**config.mk**
```make
export PLATFORM = sky130hd
export DESIGN_NAME = spike_event_arbiter
export DESIGN_NICKNAME = d
export VERILOG_FILES = /design/src/rtl/snn_pkg.sv /design/src/rtl/rr_pick.sv /design/src/rtl/spike_event_arbiter.sv
export SDC_FILE = /design/constraint.sdc
export NUM_CORES = 1
export LEC_CHECK = 0
export BUFFER_PORTS_ARGS = -buffer_cell sky130_fd_sc_hd__buf_2
export CELL_PAD_IN_SITES_DETAIL_PLACEMENT = 0
export CELL_PAD_IN_SITES_GLOBAL_PLACEMENT = 1
export CORE_UTILIZATION = 43
export CTS_CLUSTER_DIAMETER = 40
export CTS_CLUSTER_SIZE = 16
export DETAILED_ROUTE_END_ITERATION = 16
export GPL_TIMING_DRIVEN = 0
export PLACE_DENSITY_LB_ADDON = 0.1
export SYNTH_ARGS = -nofsm -noshare
export SYNTH_HDL_FRONTEND = slang
export SYNTH_SLANG_ARGS = --single-unit
```
**constraint.sdc**
```tcl
create_clock -name clk -period 3.5 [get_ports clk]
set_input_delay 0.175 -clock clk [delete_from_list [all_inputs] [get_ports clk]]
set_output_delay 0.175 -clock clk [all_outputs]
set_load 0.02 [all_outputs]
```
**src/rtl/snn_pkg.sv**
```systemverilog
// Shared definitions for spiking-network event blocks: width helper,
// drop counter width, output-stage states and the AER event record.
package snn_pkg;

  function automatic int clog2_min1(input int n);
    int w;
    w = 1;
    while ((1 << w) < n) begin
      w = w + 1;
    end
    return w;
  endfunction

  localparam int DROP_W     = 8;
  localparam int AER_N      = 4;
  localparam int AER_ADDR_W = clog2_min1(AER_N);
  localparam int AER_TS_W   = 16;

  typedef struct packed {
    logic [AER_ADDR_W-1:0] addr;
    logic [AER_TS_W-1:0]   ts;
  } aer_event_t;

  typedef enum logic [0:0] {
    OUT_EMPTY = 1'b0,
    OUT_FULL  = 1'b1
  } out_state_e;

endpackage

```
**src/rtl/rr_pick.sv**
```systemverilog
// Combinational round-robin picker: grants the first request strictly
// after last_i, wrapping at N.
module rr_pick #(
  parameter int N      = 4,
  parameter int ADDR_W = 2
) (
  input  logic [N-1:0]      req_i,
  input  logic [ADDR_W-1:0] last_i,
  output logic [ADDR_W-1:0] gnt_o,
  output logic              any_o
);

  logic [ADDR_W-1:0] idx_s;

  // Scan farthest-to-nearest so the request closest after last_i wins
  always_comb begin
    gnt_o = '0;
    any_o = 1'b0;
    idx_s = '0;
    for (int k = N; k >= 1; k--) begin
      idx_s = ADDR_W'((int'(last_i) + k) % N);
      gnt_o = req_i[idx_s] ? idx_s : gnt_o;
      any_o = req_i[idx_s] | any_o;
    end
  end

endmodule

```
**src/rtl/spike_event_arbiter.sv**
```systemverilog
// Captures parallel spikes into timestamped pending slots and serialises
// them round-robin onto a single valid/ready AER port, counting drops.
module spike_event_arbiter
  import snn_pkg::*;
#(
  parameter int N      = 4,
  parameter int ADDR_W = clog2_min1(N),
  parameter int TS_W   = 16
) (
  input  logic              clk,
  input  logic              reset,
  input  logic              enable,
  input  logic [N-1:0]      spike_in,
  output logic              aer_valid,
  input  logic              aer_ready,
  output logic [ADDR_W-1:0] aer_addr,
  output logic [TS_W-1:0]   aer_ts,
  output logic [N-1:0]      pending,
  output logic [DROP_W-1:0] drop_count,
  input  logic              clear_drops
);

  out_state_e        state_q, state_d;
  logic [ADDR_W-1:0] addr_q, addr_d;
  logic [TS_W-1:0]   ts_out_q, ts_out_d;
  logic [ADDR_W-1:0] last_q, last_d;
  logic [TS_W-1:0]   ts_now_q, ts_now_d;
  logic [N-1:0]      pend_q, pend_d;
  logic [TS_W-1:0]   slot_q [N];
  logic [TS_W-1:0]   slot_d [N];
  logic [DROP_W-1:0] drop_q, drop_d;

  logic [ADDR_W-1:0] gnt_s;
  logic              any_s;
  logic              load_s;
  logic [N-1:0]      drop_vec_s;
  logic [DROP_W:0]   drop_inc_s;
  logic [DROP_W:0]   drop_sum_s;

  rr_pick #(.N(N), .ADDR_W(ADDR_W)) u_pick (
    .req_i  (pend_q),
    .last_i (last_q),
    .gnt_o  (gnt_s),
    .any_o  (any_s)
  );

  assign load_s   = any_s & ((state_q == OUT_EMPTY) | aer_ready);
  assign ts_now_d = enable ? (ts_now_q + TS_W'(1)) : ts_now_q;

  // Slot update: the granted slot frees first, so a same-cycle spike refills it
  always_comb begin
    pend_d     = pend_q;
    slot_d     = slot_q;
    drop_vec_s = '0;
    for (int i = 0; i < N; i++) begin
      if (load_s && (gnt_s == ADDR_W'(i))) begin
        pend_d[i] = 1'b0;
      end else begin
        pend_d[i] = pend_q[i];
      end
      if (enable && spike_in[i]) begin
        if (!pend_d[i]) begin
          pend_d[i] = 1'b1;
          slot_d[i] = ts_now_q;
        end else begin
          drop_vec_s[i] = 1'b1;
        end
      end else begin
        drop_vec_s[i] = 1'b0;
      end
    end
  end

  // Saturating drop counter; a clear wins over same-cycle drops
  always_comb begin
    drop_inc_s = '0;
    for (int i = 0; i < N; i++) begin
      drop_inc_s = drop_inc_s + (DROP_W+1)'(drop_vec_s[i]);
    end
    drop_sum_s = {1'b0, drop_q} + drop_inc_s;
    if (clear_drops) begin
      drop_d = '0;
    end else if (drop_sum_s[DROP_W]) begin
      drop_d = '1;
    end else begin
      drop_d = drop_sum_s[DROP_W-1:0];
    end
  end

  // Output stage next state and payload load
  always_comb begin
    state_d  = state_q;
    addr_d   = addr_q;
    ts_out_d = ts_out_q;
    last_d   = last_q;
    case (state_q)
      OUT_EMPTY: begin
        if (load_s) begin
          state_d = OUT_FULL;
        end else begin
          state_d = OUT_EMPTY;
        end
      end
      OUT_FULL: begin
        if (aer_ready && !any_s) begin
          state_d = OUT_EMPTY;
        end else begin
          state_d = OUT_FULL;
        end
      end
      default: state_d = OUT_EMPTY;
    endcase
    if (load_s) begin
      addr_d   = gnt_s;
      ts_out_d = slot_q[gnt_s];
      last_d   = gnt_s;
    end else begin
      addr_d   = addr_q;
      ts_out_d = ts_out_q;
      last_d   = last_q;
    end
  end

  // State registers; last grant resets to N-1 so the first search starts at 0
  always_ff @(posedge clk or negedge reset) begin
    if (!reset) begin
      state_q  <= OUT_EMPTY;
      addr_q   <= '0;
      ts_out_q <= '0;
      last_q   <= ADDR_W'(N - 1);
      ts_now_q <= '0;
      pend_q   <= '0;
      drop_q   <= '0;
      for (int i = 0; i < N; i++) begin
        slot_q[i] <= '0;
      end
    end else begin
      state_q  <= state_d;
      addr_q   <= addr_d;
      ts_out_q <= ts_out_d;
      last_q   <= last_d;
      ts_now_q <= ts_now_d;
      pend_q   <= pend_d;
      drop_q   <= drop_d;
      for (int i = 0; i < N; i++) begin
        slot_q[i] <= slot_d[i];
      end
    end
  end

  assign aer_valid  = (state_q == OUT_FULL);
  assign aer_addr   = addr_q;
  assign aer_ts     = ts_out_q;
  assign pending    = pend_q;
  assign drop_count = drop_q;

endmodule

```
==> out/results.txt, run 1 <==
The clock period minus final worst setup slack is 3382 ps. In this run, the number of DRC markers left after iteration 0 of detailed routing was 309. For the wire length of the first global-routing pass, the log shows 24990 um. The tools report the global placement routability congestion as 0.7528. For this run, the leading register cell type out of synthesis is sky130_fd_sc_hd__dfrtp_1. Prior to clock tree synthesis, the placed netlist has a worst setup slack of -557.1 ps.

Worst-skew pair later-pin latency: 420 ps. Counting along the longest clock path gives a buffer depth of 2. On the critical path the largest part of the delay comes from adder cells.

The switching share of total power was 37.99%; the power per cell area was 852.5 mW/mm^2. The total via count in the routed design is 4639, and the number of enable flip-flop cells after synthesis is 0. Together, buffers and inverters on the worst path number 4. Mean instance size in the synthesized netlist: 9.746 sq um. Number of slew-limit violations in the final report: 0. In this run the critical register-to-register path is captured at drop_count[6]$_DFF_PN0_. The setup check on the worst reg-to-reg path leaves a slack of 120 ps. sky130_fd_sc_hd__dfrtp_1 takes more of the synthesized area than any other cell. Sequential cells were found to cover 49.81% of the synthesized design area.

The tools report the worst slew margin relative to its limit as 58.57%. In this run the core area contains 41 standard-cell rows. The total of flip-flops plus latches after synthesis works out to 113.

After routing, the total negative slack on setup checks comes to 0 ps. Data on the critical path arrives at its endpoint at 3720 ps. The antenna diode instance count was 0. Once placement completed, the tool counted placed cells totaling 793. For the maximum resistive drop on vdd, the log shows 0.3442 mV.

During synthesis, Yosys emitted a total of 0 warnings. Traced cell by cell, the critical path runs through mux2i_1, o22a_1, o21a_1, buf_6, a21boi_4, buf_6, nand2_4, fa_1, fa_2, inv_2, fa_2, nand2_1, nor2_2, buf_4, and4b_1, nor3_1. The tools report the post-layout instance count excluding filler cells as 843.

The worst-case reg-to-reg path depth was 16; the number of buffers added on ports was 37. Once routing completed, OpenROAD measured the worst setup slack at 118.1 ps. The die span in x was 117.0 um; the net count after synthesis was 597.

Global routing used 25.36% of the available tracks across all layers. For this run, the slowest stage of the critical path takes 590 ps. The share of total power dissipated in combinational logic is 40.8%.

Of the post-synthesis cell area, the dominant cell type holds 48.89%. The initial utilization of the core area, before any placement, comes to 44.48%. The H-tree was split into 4 levels.

The number of global-route vias before repair is 4556, and the worst hold margin is 130.1 ps. The average wire length per cell after detail routing is 18.64 um. The tools report the initial antenna violation count as 0.

The total setup violations reported at the end of the flow was 0. The number of clock buffers added by TritonCTS is 17. The area added between synthesis and finish came out at 21.80%. The final layout contains 672 nets.

The tightest min-delay check is of the in -> reg type. The part of the power in registers is 30.1%, and the count of cells along the worst hold path is 2. CTS placed an instance of sky130_fd_sc_hd__clkbuf_16 at the clock tree root. In the final layout, the share of cells above drive strength 1 is 20.42%. The worst path uses 96.62% of the clock period. Max-cap violations in this run came to 0. The design draws 5.899 mW.

Using the TritonRoute via totals, the vias-per-cell ratio works out to 5.503. The endpoint kind of the worst setup timing path was a flip-flop. TritonCTS built the clock tree. At the pin with the least slew margin, the transition time is 621.5 ps. The die is 117.0 um tall. The reg-to-reg startpoint is last_q[1]$_DFFE_PN1P_. The worst hold path terminates at drop_count[1]$_DFF_PN0_. In this run the standard cell core region covers 0.01277 sq mm.

Once layout is complete, the utilization of the core stands at 54.18%. The tools report the area of all placed cells without fillers as 0.006920 sq mm. The count of boundary I/O pins is 40, and the clock network fraction of total power is 29.1%.

The tools report the count of clock tree sinks as 113. Static timing analysis puts the maximum clock frequency at 295.7 MHz. Once detailed placement completed, the half-perimeter wirelength came to 10570 um. The tools report the type of element launching the critical path as a flip-flop. Counting flops with an async set or reset pin after synthesis yields a share of 100.0%. The cell-internal power is 3.658 mW, and the power spent charging and discharging nets is 2.241 mW. The run finished with clean final reports.

Clock skew on the completed layout was measured at 7.300 ps. Once detail routing completed, the nets flagged for antenna violations numbered 0. Setup repair after global routing left no endpoint under its margin. After synthesis, the cell types taking the most area are sky130_fd_sc_hd__dfrtp_1 (49%), sky130_fd_sc_hd__nand2_1 (11%), sky130_fd_sc_hd__o22ai_1 (6.1%).

The startpoint identified for the worst hold timing path is clear_drops. Clock slew seen by the registers of the worst setup and hold paths: 50 ps. The critical path start-end classification was reg -> reg. The final number of hold-violating endpoints was 0; the sum of overflow across all layers after global routing was 0.

The mapped netlist covers 0.005682 sq mm. Of all nets on the critical path, the largest fanout is 7. The data required time of the worst path is 3830 ps. The netlist uses 47 different library cells. The area enclosed by the die boundary came out at 0.01368 sq mm. Critical path's slowest cell: sky130_fd_sc_hd__dfstp_2.

The logs give 0 for the final routed DRC violation total and 5 for the iteration count of the initial detailed-routing pass. Summing all placed instances gives a cell area of 0.006132 sq mm. The synthesized netlist cell count was 583; the leakage power figure was 3.006 nW. Entering global routing, the biggest net connects 62 pins. For the total wirelength of the detailed-routed design, the log shows 15710 um.
==> layout by cell type, fill, tap and decap left out, types with 11 or more instances in the layout <==
cell type | synthesis | layout
sky130_fd_sc_hd__buf_2 | 9 | 42
sky130_fd_sc_hd__buf_4 | 4 | 22
sky130_fd_sc_hd__clkbuf_1 | 36 | 43
sky130_fd_sc_hd__clkbuf_16 | 0 | 17
sky130_fd_sc_hd__dfrtp_1 | 111 | 107
sky130_fd_sc_hd__mux2i_1 | 33 | 33
sky130_fd_sc_hd__nand2_1 | 161 | 160
sky130_fd_sc_hd__nor3b_1 | 32 | 32
sky130_fd_sc_hd__o211ai_1 | 16 | 16
sky130_fd_sc_hd__o22ai_1 | 55 | 55
sky130_fd_sc_hd__xnor2_1 | 11 | 11
==> repair_timing <==
item	in CTS	in global routing
resized for setup	11	10
gates cloned	0	0
pin swaps	13	9
setup buffers	14	6
setup endpoints to repair	8	8
hold endpoints to repair	51	0
hold buffers	1	0
==> flip-flops by register name, summed over array words and instances (netlist names) <==
signal and count:
slot_q 64, last_q 2, aer_valid 1, pending 4
aer_ts 16, aer_addr 2, ts_now_q 16, drop_count 8
==> synthesized netlist by cell type, types with 5 or more instances <==
cell	instances
sky130_fd_sc_hd__nor2_1	11
sky130_fd_sc_hd__and2_1	5
sky130_fd_sc_hd__dfrtp_1	111
sky130_fd_sc_hd__nand2_1	161
sky130_fd_sc_hd__nor3b_1	32
sky130_fd_sc_hd__mux2i_1	33
sky130_fd_sc_hd__o22ai_2	9
sky130_fd_sc_hd__xor2_1	7
sky130_fd_sc_hd__a21oi_1	6
sky130_fd_sc_hd__nand2b_1	8
sky130_fd_sc_hd__nor3_1	5
sky130_fd_sc_hd__o211ai_1	16
sky130_fd_sc_hd__clkbuf_1	36
sky130_fd_sc_hd__xnor2_1	11
sky130_fd_sc_hd__o22ai_1	55
sky130_fd_sc_hd__nand4_1	9
sky130_fd_sc_hd__buf_2	9
==> routing by layer <==
metal / track usage [%] / wire length, um / up-vias
met3: 5.561 / 674 / 28
li1: - / - / 2176
met1: 36.32 / 7452 / 2323
met4: 9.198 / 286 / 0
met2: 37.83 / 7296 / 112
met5: 0 / 0 / -
==> layout make-up <==
| type | instances | area [sq um] |
|---|---|---|
| Buffer | 53 | 271.5 |
| Fill cell | 1178 | 5853 |
| Sequential cell | 113 | 2835 |
| Inverter | 4 | 15.01 |
| Clock buffer | 25 | 465.4 |
| Multi-Input combinational cell | 411 | 2633 |
| Clock inverter | 7 | 110.1 |
| Timing Repair Buffer | 58 | 375.4 |
| Tap cell | 172 | 215.2 |
==> worst max path at each step <==
stage                          startpoint                       to  slack (ps)  depth (start not counted)
floorplan           last_q[1]$_DFFE_PN1P_  drop_count[0]$_DFF_PN0_           6                         15
global placement     pending[3]$_DFF_PN0_  drop_count[1]$_DFF_PN0_        -490                         14
detailed placement   pending[3]$_DFF_PN0_  drop_count[0]$_DFF_PN0_        -560                         14
CTS                 last_q[1]$_DFFE_PN1P_  drop_count[7]$_DFF_PN0_         -50                         16
global route        last_q[1]$_DFFE_PN1P_  drop_count[6]$_DFF_PN0_           5                         16
finish              last_q[1]$_DFFE_PN1P_  drop_count[6]$_DFF_PN0_         120                         16
==> kinds of logic (layout without fill, tap and decap cells) <==
| logic type | count (synthesis) | count (layout) | synth area share [%] |
|---|---|---|---|
| simple gates | 249 | 249 | 20.83 |
| flops | 113 | 113 | 49.81 |
| compound gates | 103 | 103 | 13.79 |
| buf+inv | 59 | 147 | 4.889 |
| mux | 36 | 36 | 6.408 |
| xor+xnor | 18 | 18 | 2.775 |
| fa+ha+maj | 5 | 5 | 1.497 |
==> power groups by stage <==
stage                     Clock, mW  Combinational, mW  Sequential, mW
final                          1.72               2.41            1.77
after global routing           1.81               2.59            1.81
after CTS                      1.73               2.30            1.77
after detailed placement          0               2.11            1.79
after global placement            0               2.08            1.78
after floorplan                   0               1.44            1.82
Power figures use the tool's default switching activity.
==> inputs of run 2 (changes only) <==
--- a/config.mk
+++ b/config.mk
@@ -5,13 +5,13 @@
 export SDC_FILE = /design/constraint.sdc
 export NUM_CORES = 1
 export LEC_CHECK = 0
-export BUFFER_PORTS_ARGS = -buffer_cell sky130_fd_sc_hd__buf_2
 export CELL_PAD_IN_SITES_DETAIL_PLACEMENT = 0
 export CELL_PAD_IN_SITES_GLOBAL_PLACEMENT = 1
-export CORE_UTILIZATION = 43
+export CORE_UTILIZATION = 45
 export CTS_CLUSTER_DIAMETER = 40
 export CTS_CLUSTER_SIZE = 16
 export DETAILED_ROUTE_END_ITERATION = 16
+export DONT_BUFFER_PORTS = 1
 export GPL_TIMING_DRIVEN = 0
 export PLACE_DENSITY_LB_ADDON = 0.1
 export SYNTH_ARGS = -nofsm -noshare
==> constraint.sdc (replaced) <==
create_clock -name clk -period 3.5 [get_ports clk]
set_input_delay 0.35 -clock clk [delete_from_list [all_inputs] [get_ports clk]]
set_output_delay 0.35 -clock clk [all_outputs]
set_load 0.02 [all_outputs]
==> out/results.txt, run 2 (synthesis results as in run 1) <==
The per-cell via count in the routed design was 5.511. The register with the most flip-flops in the layout has 64 of them. The worst hold path startpoint was clear_drops. The layout has 1116 filler cells.

The post-route fraction of the period consumed by the critical path is 97.22%, and the final core area utilization is 55.55%. Once detailed placement completed, the half-perimeter wirelength came to 10170 um. The detail route stage leaves a number of antenna-violating nets equal to 0.

The worst-case reg-to-reg path depth is 15, and the number of buffers created by CTS is 17. Once the floorplan was initialized, standard cells occupied 46.72% of the core. The buffer depth of the longest clock path is 2, and the floorplan die height is 114.4 um. For the number of rows created at floorplan, the log shows 40. Across the VDD grid, the largest voltage drop is 0.3918 mV.

The global-route usage over all layers was 25.30%; the die span in x was 114.4 um. The worst hold margin was 350.9 ps. In the routed design, unresolved DRC markers number 0. The area enclosed by the die boundary is 0.01308 sq mm, and the instance count after placement with tap cells included is 751. The startpoint identified for the worst register-to-register timing path is last_q[1]$_DFFE_PN1P_. The logs give -671.3 ps for the placement-stage worst setup slack and 114 for the largest net degree at the start of global routing. Ranked by flip-flop count, first place goes to slot_q. The library cell used most frequently in the layout, excluding fill and tap cells, is sky130_fd_sc_hd__nand2_1. The count of cells along the worst hold path is 2, and the total setup violations reported at the end of the flow is 0. After detailed placement, the total cell area comes to 0.005908 sq mm.

The wire length of the first global-routing pass is 24540 um, and the maximum fanout count along the critical path is 7. The run finished with clean final reports. After routing the design area is 0.006755 sq mm. TritonCTS built the clock tree. The area taken by multi-input logic gates was 0.002663 sq mm; the sum of overflow across all layers after global routing was 0. Clock latency on the worst-skew pair, taken at its later pin, is 420 ps.

The worst hold-check path type is in -> reg. The run gives 0 as the number of slew-limit violations in the final report. STA classifies the critical path endpoint as a flip-flop. The critical path is of the reg -> reg type.

Clock tree skew after final layout: 7.388 ps. In the post-route analysis, the smallest setup slack over all paths is 97.46 ps. Buffer cell driving the clock tree root: sky130_fd_sc_hd__clkbuf_16. The routed design has 15180 um of wire. The clock period minus final worst setup slack was 3403 ps; the data required time of the worst path was 3840 ps. In the layout the commonest cells are sky130_fd_sc_hd__nand2_1 (158), sky130_fd_sc_hd__dfrtp_1 (107), sky130_fd_sc_hd__o22ai_1 (55).

For the count of clock tree sinks, the log shows 113. At the pin with the least slew margin, the transition time is 621.7 ps. The first detailed-routing pass took 4 iterations. The count of cells in the finished layout, fillers not included, comes to 797. During placement, the flow inserted port buffers numbering 0.

The final number of hold-violating endpoints came out at 0. The number of antenna diodes in the final layout is 0. The power per cell area is 860.8 mW/mm^2, and the arrival time reported for the critical path endpoint is 3740 ps. In the final layout, the share of cells above drive strength 1 is 16.85%. The total power is 5.815 mW. The final net count was 631; the total via count in the routed design was 4392.

The number of maximum-capacitance violations is 0, and the clock slew seen by the registers of the worst setup and hold paths is 50 ps. Static timing analysis puts the maximum clock frequency at 293.9 MHz. The worst register-to-register path ends at drop_count[2]$_DFF_PN0_. Across all register-to-register paths, the minimum setup slack is 100 ps. 40 I/O pins were placed. For the final routed database, the setup TNS stands at 0 ps. The global placement routability congestion was 0.7903. The run gives 4467 as the number of global-route vias before repair.

After floorplanning, the core was sized to cover 0.01216 sq mm. The area taken by flip-flops and latches was 0.002835 sq mm; the worst slew margin relative to its limit was 58.56%. The initial antenna violation count came out at 0.

STA classifies the critical path startpoint as a flip-flop. The area added between synthesis and finish is 18.89%, and the H-tree depth is 4. The destination of the worst hold path was drop_count[0]$_DFF_PN0_.

In this run the static leakage power is 2.846 nW. Dividing the detail-routed wire length by the instance count gives 19.04 um. In this run, the number of DRC markers left after iteration 0 of detailed routing was 289.
## run 2: cell count changes in the layout (fill, tap and decap cells not counted), moves of 2 or more
cell,before,now
sky130_fd_sc_hd__nand2_2,0,2
sky130_fd_sc_hd__clkbuf_1,43,38
sky130_fd_sc_hd__a21oi_2,2,5
sky130_fd_sc_hd__a21oi_1,4,1
sky130_fd_sc_hd__nand2_1,160,158
sky130_fd_sc_hd__buf_2,42,7
sky130_fd_sc_hd__buf_4,22,15
sky130_fd_sc_hd__clkbuf_8,1,6
sky130_fd_sc_hd__buf_6,5,7
sky130_fd_sc_hd__clkinv_2,4,1
sky130_fd_sc_hd__clkbuf_2,0,3
## run 2: how the worst max path moves through the flow
stage                                    to             startpoint  cells past startpoint
floorplan           drop_count[0]$_DFF_PN0_  last_q[1]$_DFFE_PN1P_                     15
global placement    drop_count[0]$_DFF_PN0_   pending[1]$_DFF_PN0_                     14
detailed placement  drop_count[1]$_DFF_PN0_   pending[1]$_DFF_PN0_                     14
CTS                 drop_count[7]$_DFF_PN0_   pending[2]$_DFF_PN0_                     16
global route        drop_count[2]$_DFF_PN0_  last_q[1]$_DFFE_PN1P_                     15
finish              drop_count[2]$_DFF_PN0_  last_q[1]$_DFFE_PN1P_                     15
## run 2: repair_timing
| action | 4_1_cts | 5_1_grt |
|---|---|---|
| gates resized for setup | 15 | 16 |
| hold buffers | 2 | 0 |
| pin swaps | 13 | 13 |
| buffers inserted | 11 | 5 |
| hold endpoints to repair | 113 | 0 |
| endpoints found under the setup margin | 8 | 8 |
## run 2: final cells by class
type	instances	share of cell area, %
clock buffer	27	7.742
tap	168	3.112
inverter	4	0.2223
timing repair buffer	18	2.463
multi-input combinational	411	39.41
sequential	113	41.97
buffer	52	3.667
clock inverter	4	1.408
## run 2: metal layers
layer | track usage (%) | share of wire (%) | vias up
met3 | 6.882 | 5.0 | 12
li1 | - | - | 2090
met1 | 34.64 | 46 | 2185
met5 | 0 | 0 | -
met2 | 39.68 | 48 | 105
met4 | 6.667 | 1.1 | 0
## run 2: worst max-delay path: stages (launching register included)
cell and delay (ps):
sky130_fd_sc_hd__dfstp_2 590, sky130_fd_sc_hd__nand2_1 110, sky130_fd_sc_hd__o22ai_4 290, sky130_fd_sc_hd__nor2_4 120
sky130_fd_sc_hd__a21boi_4 220, sky130_fd_sc_hd__buf_6 140, sky130_fd_sc_hd__nand2_4 60, sky130_fd_sc_hd__fa_1 470
sky130_fd_sc_hd__fa_2 420, sky130_fd_sc_hd__inv_2 60, sky130_fd_sc_hd__fa_2 220, sky130_fd_sc_hd__nand2_2 60
sky130_fd_sc_hd__nor2_2 130, sky130_fd_sc_hd__nand4_1 130, sky130_fd_sc_hd__buf_6 170, sky130_fd_sc_hd__a21oi_2 120
## run 2: power by group
group | switching [mW] | internal [mW] | total, mW | leakage, nW
Sequential | 0.316 | 1.57 | 1.89 | 1.50
Combinational | 1.29 | 0.842 | 2.13 | 1.04
Clock | 0.573 | 1.23 | 1.80 | 0.304
Total | 2.18 | 3.64 | 5.81 | 2.85
